$ cat config.mk
export PLATFORM = sky130hd
export DESIGN_NAME = multicycle_control
export DESIGN_NICKNAME = d
export VERILOG_FILES = /design/src/rtl/mc_pkg.sv /design/src/rtl/mc_output_decode.sv /design/src/rtl/multicycle_control.sv
export SDC_FILE = /design/constraint.sdc
export NUM_CORES = 1
export LEC_CHECK = 0
export BUFFER_PORTS_ARGS = -buffer_cell sky130_fd_sc_hd__buf_2
export CAP_MARGIN = 20
export CORE_UTILIZATION = 42
export CTS_BUF_LIST = sky130_fd_sc_hd__clkbuf_8
export DETAILED_ROUTE_END_ITERATION = 6
export PLACE_DENSITY_LB_ADDON = 0.05
export SLEW_MARGIN = 30
export SYNTH_ARGS = -nofsm -noshare
export SYNTH_HDL_FRONTEND = slang
export SYNTH_SLANG_ARGS = --single-unit
$ cat constraint.sdc
create_clock -name i_clk -period 1.6 [get_ports i_clk]
set_input_delay 0.16 -clock i_clk [delete_from_list [all_inputs] [get_ports i_clk]]
set_output_delay 0.16 -clock i_clk [all_outputs]
set_load 0.01 [all_outputs]
$ cat src/rtl/mc_pkg.sv
// Shared encodings for the multicycle MIPS control sequencer: states, opcodes,
// datapath select codes and the control-word payload.
package mc_pkg;

    localparam int unsigned STATE_W  = 4;
    localparam int unsigned OPCODE_W = 6;

    localparam logic [STATE_W-1:0] S_IDLE   = 4'd0;
    localparam logic [STATE_W-1:0] S_FETCH  = 4'd1;
    localparam logic [STATE_W-1:0] S_DECODE = 4'd2;
    localparam logic [STATE_W-1:0] S_MEMADR = 4'd3;
    localparam logic [STATE_W-1:0] S_MEMRD  = 4'd4;
    localparam logic [STATE_W-1:0] S_MEMWB  = 4'd5;
    localparam logic [STATE_W-1:0] S_MEMWR  = 4'd6;
    localparam logic [STATE_W-1:0] S_EXEC   = 4'd7;
    localparam logic [STATE_W-1:0] S_ALUWB  = 4'd8;
    localparam logic [STATE_W-1:0] S_BRANCH = 4'd9;
    localparam logic [STATE_W-1:0] S_ADDIEX = 4'd10;
    localparam logic [STATE_W-1:0] S_ADDIWB = 4'd11;
    localparam logic [STATE_W-1:0] S_JUMP   = 4'd12;

    localparam logic [OPCODE_W-1:0] OP_R    = 6'b000000;
    localparam logic [OPCODE_W-1:0] OP_LW   = 6'b100011;
    localparam logic [OPCODE_W-1:0] OP_SW   = 6'b101011;
    localparam logic [OPCODE_W-1:0] OP_BEQ  = 6'b000100;
    localparam logic [OPCODE_W-1:0] OP_ADDI = 6'b001000;
    localparam logic [OPCODE_W-1:0] OP_J    = 6'b000010;

    localparam logic [1:0] ALUOP_ADD   = 2'b00;
    localparam logic [1:0] ALUOP_SUB   = 2'b01;
    localparam logic [1:0] ALUOP_FUNCT = 2'b10;

    localparam logic [1:0] SRCB_B       = 2'b00;
    localparam logic [1:0] SRCB_FOUR    = 2'b01;
    localparam logic [1:0] SRCB_IMM     = 2'b10;
    localparam logic [1:0] SRCB_IMM_SH2 = 2'b11;

    localparam logic [1:0] PCSRC_ALU    = 2'b00;
    localparam logic [1:0] PCSRC_ALUOUT = 2'b01;
    localparam logic [1:0] PCSRC_JUMP   = 2'b10;

    typedef struct packed {
        logic       pc_write;
        logic       pc_write_cond;
        logic       iord;
        logic       mem_read;
        logic       mem_write;
        logic       ir_write;
        logic       mem_to_reg;
        logic       reg_dst;
        logic       reg_write;
        logic       alu_src_a;
        logic [1:0] alu_src_b;
        logic [1:0] alu_op;
        logic [1:0] pc_src;
        logic       instr_done;
        logic       illegal;
    } ctrl_t;

    function automatic logic is_legal_op(input logic [OPCODE_W-1:0] op);
        return (op == OP_R) || (op == OP_LW) || (op == OP_SW) ||
               (op == OP_BEQ) || (op == OP_ADDI) || (op == OP_J);
    endfunction

endpackage

$ cat src/rtl/mc_output_decode.sv
// Combinational Moore map from sequencer state to datapath controls; only the
// memory-ready gating and the DECODE illegal-opcode flag look at inputs.
module mc_output_decode
    import mc_pkg::*;
(
    input  logic [STATE_W-1:0]  state_i,
    input  logic                mem_ready_i,
    input  logic [OPCODE_W-1:0] opcode_i,
    output ctrl_t               ctrl_o
);

    always_comb begin
        ctrl_o = '0;
        case (state_i)
            S_FETCH: begin
                ctrl_o.mem_read  = 1'b1;
                ctrl_o.alu_src_b = SRCB_FOUR;
                ctrl_o.alu_op    = ALUOP_ADD;
                ctrl_o.pc_src    = PCSRC_ALU;
                ctrl_o.ir_write  = mem_ready_i;
                ctrl_o.pc_write  = mem_ready_i;
            end
            S_DECODE: begin
                // Branch target precomputed here; unknown opcodes end the instruction now
                ctrl_o.alu_src_b  = SRCB_IMM_SH2;
                ctrl_o.alu_op     = ALUOP_ADD;
                ctrl_o.illegal    = ~is_legal_op(opcode_i);
                ctrl_o.instr_done = ~is_legal_op(opcode_i);
            end
            S_MEMADR, S_ADDIEX: begin
                ctrl_o.alu_src_a = 1'b1;
                ctrl_o.alu_src_b = SRCB_IMM;
                ctrl_o.alu_op    = ALUOP_ADD;
            end
            S_MEMRD: begin
                ctrl_o.mem_read = 1'b1;
                ctrl_o.iord     = 1'b1;
            end
            S_MEMWB: begin
                ctrl_o.reg_write  = 1'b1;
                ctrl_o.mem_to_reg = 1'b1;
                ctrl_o.instr_done = 1'b1;
            end
            S_MEMWR: begin
                ctrl_o.mem_write  = 1'b1;
                ctrl_o.iord       = 1'b1;
                ctrl_o.instr_done = mem_ready_i;
            end
            S_EXEC: begin
                ctrl_o.alu_src_a = 1'b1;
                ctrl_o.alu_src_b = SRCB_B;
                ctrl_o.alu_op    = ALUOP_FUNCT;
            end
            S_ALUWB: begin
                ctrl_o.reg_write  = 1'b1;
                ctrl_o.reg_dst    = 1'b1;
                ctrl_o.instr_done = 1'b1;
            end
            S_BRANCH: begin
                ctrl_o.alu_src_a     = 1'b1;
                ctrl_o.alu_src_b     = SRCB_B;
                ctrl_o.alu_op        = ALUOP_SUB;
                ctrl_o.pc_write_cond = 1'b1;
                ctrl_o.pc_src        = PCSRC_ALUOUT;
                ctrl_o.instr_done    = 1'b1;
            end
            S_ADDIWB: begin
                ctrl_o.reg_write  = 1'b1;
                ctrl_o.instr_done = 1'b1;
            end
            S_JUMP: begin
                ctrl_o.pc_write   = 1'b1;
                ctrl_o.pc_src     = PCSRC_JUMP;
                ctrl_o.instr_done = 1'b1;
            end
            default: ctrl_o = '0;
        endcase
    end

endmodule

$ cat src/rtl/multicycle_control.sv
// Main sequencer of the multicycle MIPS core: state register and next-state
// logic, with the control word decoded from the current state.
module multicycle_control
    import mc_pkg::*;
(
    input  logic                i_clk,
    input  logic                i_rst_n,
    input  logic [OPCODE_W-1:0] i_opcode,
    input  logic                i_memReady,
    output logic                o_pcWrite,
    output logic                o_pcWriteCond,
    output logic                o_iorD,
    output logic                o_memRead,
    output logic                o_memWrite,
    output logic                o_irWrite,
    output logic                o_memToReg,
    output logic                o_regDst,
    output logic                o_regWrite,
    output logic                o_aluSrcA,
    output logic [1:0]          o_aluSrcB,
    output logic [1:0]          o_aluOp,
    output logic [1:0]          o_pcSrc,
    output logic                o_instrDone,
    output logic                o_illegal
);

    logic [STATE_W-1:0] state_q;
    logic [STATE_W-1:0] state_d;
    ctrl_t              ctrl;

    always_ff @(posedge i_clk or negedge i_rst_n) begin
        if (!i_rst_n) begin
            state_q <= S_IDLE;
        end else begin
            state_q <= state_d;
        end
    end

    always_comb begin
        state_d = state_q;
        case (state_q)
            S_IDLE:   state_d = S_FETCH;
            S_FETCH:  if (i_memReady) state_d = S_DECODE;
            S_DECODE: begin
                case (i_opcode)
                    OP_LW, OP_SW: state_d = S_MEMADR;
                    OP_R:         state_d = S_EXEC;
                    OP_BEQ:       state_d = S_BRANCH;
                    OP_ADDI:      state_d = S_ADDIEX;
                    OP_J:         state_d = S_JUMP;
                    default:      state_d = S_FETCH;
                endcase
            end
            // IR still holds the opcode, so LW/SW can be split here
            S_MEMADR: state_d = (i_opcode == OP_SW) ? S_MEMWR : S_MEMRD;
            S_MEMRD:  if (i_memReady) state_d = S_MEMWB;
            S_MEMWR:  if (i_memReady) state_d = S_FETCH;
            S_EXEC:   state_d = S_ALUWB;
            S_ADDIEX: state_d = S_ADDIWB;
            S_MEMWB, S_ALUWB, S_BRANCH, S_ADDIWB, S_JUMP: state_d = S_FETCH;
            default:  state_d = S_IDLE;
        endcase
    end

    mc_output_decode u_output_decode (
        .state_i     (state_q),
        .mem_ready_i (i_memReady),
        .opcode_i    (i_opcode),
        .ctrl_o      (ctrl)
    );

    assign o_pcWrite     = ctrl.pc_write;
    assign o_pcWriteCond = ctrl.pc_write_cond;
    assign o_iorD        = ctrl.iord;
    assign o_memRead     = ctrl.mem_read;
    assign o_memWrite    = ctrl.mem_write;
    assign o_irWrite     = ctrl.ir_write;
    assign o_memToReg    = ctrl.mem_to_reg;
    assign o_regDst      = ctrl.reg_dst;
    assign o_regWrite    = ctrl.reg_write;
    assign o_aluSrcA     = ctrl.alu_src_a;
    assign o_aluSrcB     = ctrl.alu_src_b;
    assign o_aluOp       = ctrl.alu_op;
    assign o_pcSrc       = ctrl.pc_src;
    assign o_instrDone   = ctrl.instr_done;
    assign o_illegal     = ctrl.illegal;

endmodule

# Yosys cells after proc, flatten, opt, wreduce, memory -nomap -nowiden
# Cells that the tools add are included.
# classes
eq_ne	20
n_mux	20
bitwise	1
reduce_logical	16
# ops
cell	count
$pmux W4 S5	2
$pmux W4 S8	1
$eq A4 B4 Y1 const B	5
$eq A4 B3 Y1 const B	4
$eq A6 B6 Y1 const B	2
$mux W4	3
$mux W1	10
$eq A4 B2 Y1 const B	2
$reduce_or A2 Y1	4
$eq A6 B2 Y1 const B	1
$eq A6 B3 Y1 const B	1
$eq A6 B4 Y1 const B	1
$logic_not A6 Y1	1
$ne A2 B2 Y1 const B	3
$reduce_or A6 Y1	1
$logic_or A1 B1 Y1	5
$reduce_or A5 Y1	1
$eq A4 B1 Y1 const B	1
$logic_not A4 Y1	1
$pmux W2 S2	1
$reduce_or A4 Y1	1
$pmux W1 S3	1
$reduce_and A3 Y1	1
$reduce_or A3 Y1	1
3 further kinds	3
# word_totals
ff_bits	4
input_bits	9
output_inout_bits	18
wordCells	58

# Longest topological paths before layout
# logic_depth
depth_word	8
ltp_mapped	5
ltp_nobuf	3

# By module
# Synthesis repeated with hierarchy kept, for this count alone.
# hier_totals
hier_cells	94
hier_area_um2	638.1
# modules_own_cells
module	n_inst	cells_per_inst	area_each_um2	seq_area_each_um2
multicycle_control	1	50	376.6	100.1
mc_output_decode	1	44	261.5	0.0

# Worst setup path after synthesis
# OpenSTA, ideal clock, no wires.
# synth_timing
path_type	reg2out
startpoint	reg state_q[2]
endpoint	out o_instrDone
t_arrival_ps	1457
required_ps	1440
slack_ps	-17
stages_incl_launch_ff	3
path_buffers	0
cell_sequence	dfrtp_1 -> or4b_4 -> o311ai_0
# synth_via
elab_chain_len	3
word_cells_on_any_way	9
classes_between	eq/ne: 7; mux: 1; reduce/logical: 1
# synth_rtl
item	line	rtl
start: declaration	multicycle_control.sv:27	logic [STATE_W-1:0] state_q;
start signal: assignment	multicycle_control.sv:35	state_q <= state_d;
$eq A4 B3 Y1 or $eq A4 B4 Y1 (tied branches)	mc_output_decode.sv:14	case (state_i)
$reduce_or A5 Y1 (no source line)	n/a	
$pmux W1 S3 *	mc_output_decode.sv:14	
end: declaration	multicycle_control.sv:23	output logic o_instrDone,
# Mark *: on every way between the ends. The rest lies on a longest branch, timed or not.

# Worst setup path after layout
# Ends and elaborated chain as after synthesis.

==> metrics.sh <==
CP-STARTPOINT='state_q[2]'
DIE_H_UM=38.6
VIA_COUNT=755
OUTCOME='finished with violations'
REGISTERS.TOP_BY_FF_COUNT='state_q'
DRT-VIAS-PER-INSTANCE=5.90
GLOBALROUTEOVERFLOWTOTAL=0
SYN-NUM-NETS=90
TIMING.FMAX_GHz=0.581
FINAL_INSTANCE_AREA_UM2=872
CP_SLOWEST_CELL='or4b_4'
POSTROUTEANTENNANETS=0
FF_LATCH_AREA_UM2=100
CLKSINKCOUNT=4
ROUTED_WIRE_LENGTH_PER_INSTANCE_UM=14.7
CELL_TYPE_WITH_THE_LARGEST_TOTAL_AREA_AFTER_SYNTHESIS='dfrtp_1'
FLOORPLAN.INITIALDENSITY=0.481
TIMING.CRITICAL_PATH.FANOUT_MAX=4
FLIP_FLOP_COUNT_OF_THE_LARGEST_REGISTER_AFTER_LAYOUT=4
CP-START-KIND='register'
NETLIST-CELL-TYPE-COUNT=36
GRT_FIRST_PASS_WIRELENGTH_UM=2790
CLOCK_SKEW_NS=0.00228
CTS_MAX_PATH_BUFFERS=2
LARGEST_CELLS_BY_AREA_AFTER_SYNTHESIS='dfrtp_1 18%, nor2_1 8.7%, nor3_1 6.2%'
HPWLAFTERDP_UM=1230
AVG_CELL_AREA_SYN_UM2=6.95
END_KIND='primary output'
FINAL_NETS=125
COUNT_OF_INPUT_AND_OUTPUT_BUFFERS=26
CLOCK_TRANSITION_AT_THE_REGISTER_CLOCK_PINS_ON_THE_WORST_SETUP_AND_HOLD_PATHS_AFTER_CTS_NS=0.03
POSTSYNTH.ASYNCRESETSHARE=1.00
MAX-CAP-VIOLATIONS=0
FIN_CRIT_SH=1.08
WORST_IR_DROP_VDD_uV=1200
DRIVE_ABOVE_1_SHARE=0.456
FINAL.FILL_COUNT=91
DR_ITER_0_VIOLS=17
WORST-ENDPOINT-REQUIRED_NS=1.44
RSZ0062_AT_GRT='true'
TIMING.HOLD.WS_NS=0.280
CELLLEAKAGEPOWER_uW=0.000417
GRT_ANTENNA_BEFORE_REPAIR=0
CTS_TREE='done'
VIAS_IN_THE_FIRST_GLOBAL_ROUTE=623
DIE_WIDTH_UM=38.6
WORST_SLACK_NS=-0.121
NUMCTSBUFFERS=3
PIN_COUNT_OF_THE_BIGGEST_NET_ENTERING_GLOBAL_ROUTING=17
CRITICAL_SETUP_PATH_KIND='register to primary output'
NUM_ANTENNA_CELLS=0
TIMING.FINAL.MAX_SLEW_VIOLATIONS=0
P_PER_AREA_nW_PER_UM2=1850
R2R_START='state_q[2]'
ROUTED_WIRELENGTH_UM=1890
YS_DOMINANT_REG_CELL='dfrtp_1'
HOLD_VIOL=0
GP_CONGESTION=0.751
WORST-PATH-BUF-INV=1
PLACEMENT.CELL_AREA_UM2=729
LAYOUT_COMMONEST_CELL='buf_2'
MIN_PERIOD_NS=1.72
FINAL_UTIL=0.745
FINALSETUPVIOLATIONS=3
DRCVIOLATIONCOUNT=0
SYNTH_WARNINGS=0
CRITICAL_PATH_ARRIVAL_NS=1.56
POSTSYNTHCELLCOUNT=81
SYNTH-EDFF-COUNT=0
VIOLATIONS='setup timing'
IO_PINS=27
CORE_AREA_UM2=1170
LAYOUT-AREA-OVERHEAD-VS-SYNTH_PCT=54.9
FLIP_FLOP_AND_LATCH_COUNT_AFTER_SYNTHESIS=4
CRIT_PATH_CELL_TRACE='or4b_4, o311ai_2, buf_2'
CRITICAL-PATH-MAX-STAGE-DELAY_NS=0.57
TIMING.SLEW.HEADROOM=0.769
WORSTSKEWPAIRLATENCY_NS=0.22
ROWS=12
MULTIINPUTGATEAREA_UM2=479
DIE_AREA_UM2=1490
MAX_SLEW.WORST_PIN.SLEW_NS=0.338
DETAIL_ROUTE.FIRST_PASS.ITERATIONS=4
MOST-COMMON-LAYOUT-CELLS='26 x buf_2, 13 x nor2_1, 7 x buf_4'
YOSYSSEQAREASHARE=0.178
CP_TOP_FAMILY='simple AND/OR/NAND/NOR gates'
CLOCK-ROOT-BUFFER='clkbuf_8'
GRT_USE_TOTAL=0.293
SYNTH_TOP_CELL_AREA_SHARE=0.178
WORSTHOLDPATHTYPE='input port to asynchronous set/reset pin'
HTREEDEPTH=1
SYNTH.CELL_AREA_UM2=563
BIGGESTREGSBYFLOPS='state_q: 4 flops'
==> through the flow <==
stage	worst slack, ns	cells	TNS [ns]	total power [uW]
after CTS	-0.118	127	-0.217	1520
after global placement	0.0406	120	0	1120
final	-0.121	128	-0.260	1610
after floorplan	0.0217	81	0	812
after global routing	-0.170	128	-0.412	1720
after detailed placement	-0.0142	120	-0.0142	1150
==> layer usage <==
layer,wire length (um),GRT usage,vias up
met5,0,0,-
met4,60,0.259,0
met3,99,0.0578,6
met2,936,0.458,32
met1,789,0.331,352
li1,-,-,365
==> where the power goes <==
group | internal (uW) | leakage, uW | switching [uW] | total [uW]
Sequential | 141 | 0.0000514 | 28.7 | 170
Combinational | 595 | 0.000345 | 635 | 1230
Clock | 160 | 0.0000216 | 53.2 | 214
Total | 896 | 0.000417 | 717 | 1610
==> what timing repair did <==
item / 4_1_cts / 5_1_grt
setup endpoints to repair: 6 / 6
pin swaps: 2 / 1
cloned: 1 / 0
resized for setup: 9 / 4
hold buffers: 1 / 0
endpoints found under the hold margin: 4 / 0
setup buffers: 2 / 1
==> kinds of logic after synthesis <==
group | after synthesis | share of synthesized area
xor+xnor | 3 | 0.0467
flops | 4 | 0.178
simple gates | 47 | 0.489
compound gates | 18 | 0.227
buf+inv | 9 | 0.0600
==> worst paths after layout <==
path,end,slack [ns],cells after the start
worst max register to register,state_q[2],-0.08,3
worst min-delay path,state_q[1],0.28,2
worst max-delay path,o_instrDone,-0.12,3
min in group i_clk,state_q[2],0.35,3
worst min register to register,state_q[2],0.65,2
max in group asynchronous,state_q[2],1.20,2
==> cells in the mapped netlist, drive strengths merged (2+ instances only) <==
cell type and number:
nor2b 2, nand2b 4, o21ai 2, nor3 7, xnor2 2, or2 2
buf 2, a211oi 2, inv 2, a21oi 5, o22ai 2, dfrtp 4
nand2 4, nand3b 2, clkbuf 5, or4 3, nor2 13
==> cell type report <==
| class | instances | share of cell area |
|---|---|---|
| repair buffers | 37 | 0.260 |
| inverters | 2 | 0.00861 |
| flip-flops and latches | 4 | 0.115 |
| well taps | 14 | 0.0201 |
| multi-input cells | 68 | 0.549 |
| clock buffers | 3 | 0.0473 |
Power figures use the tool's default switching activity.
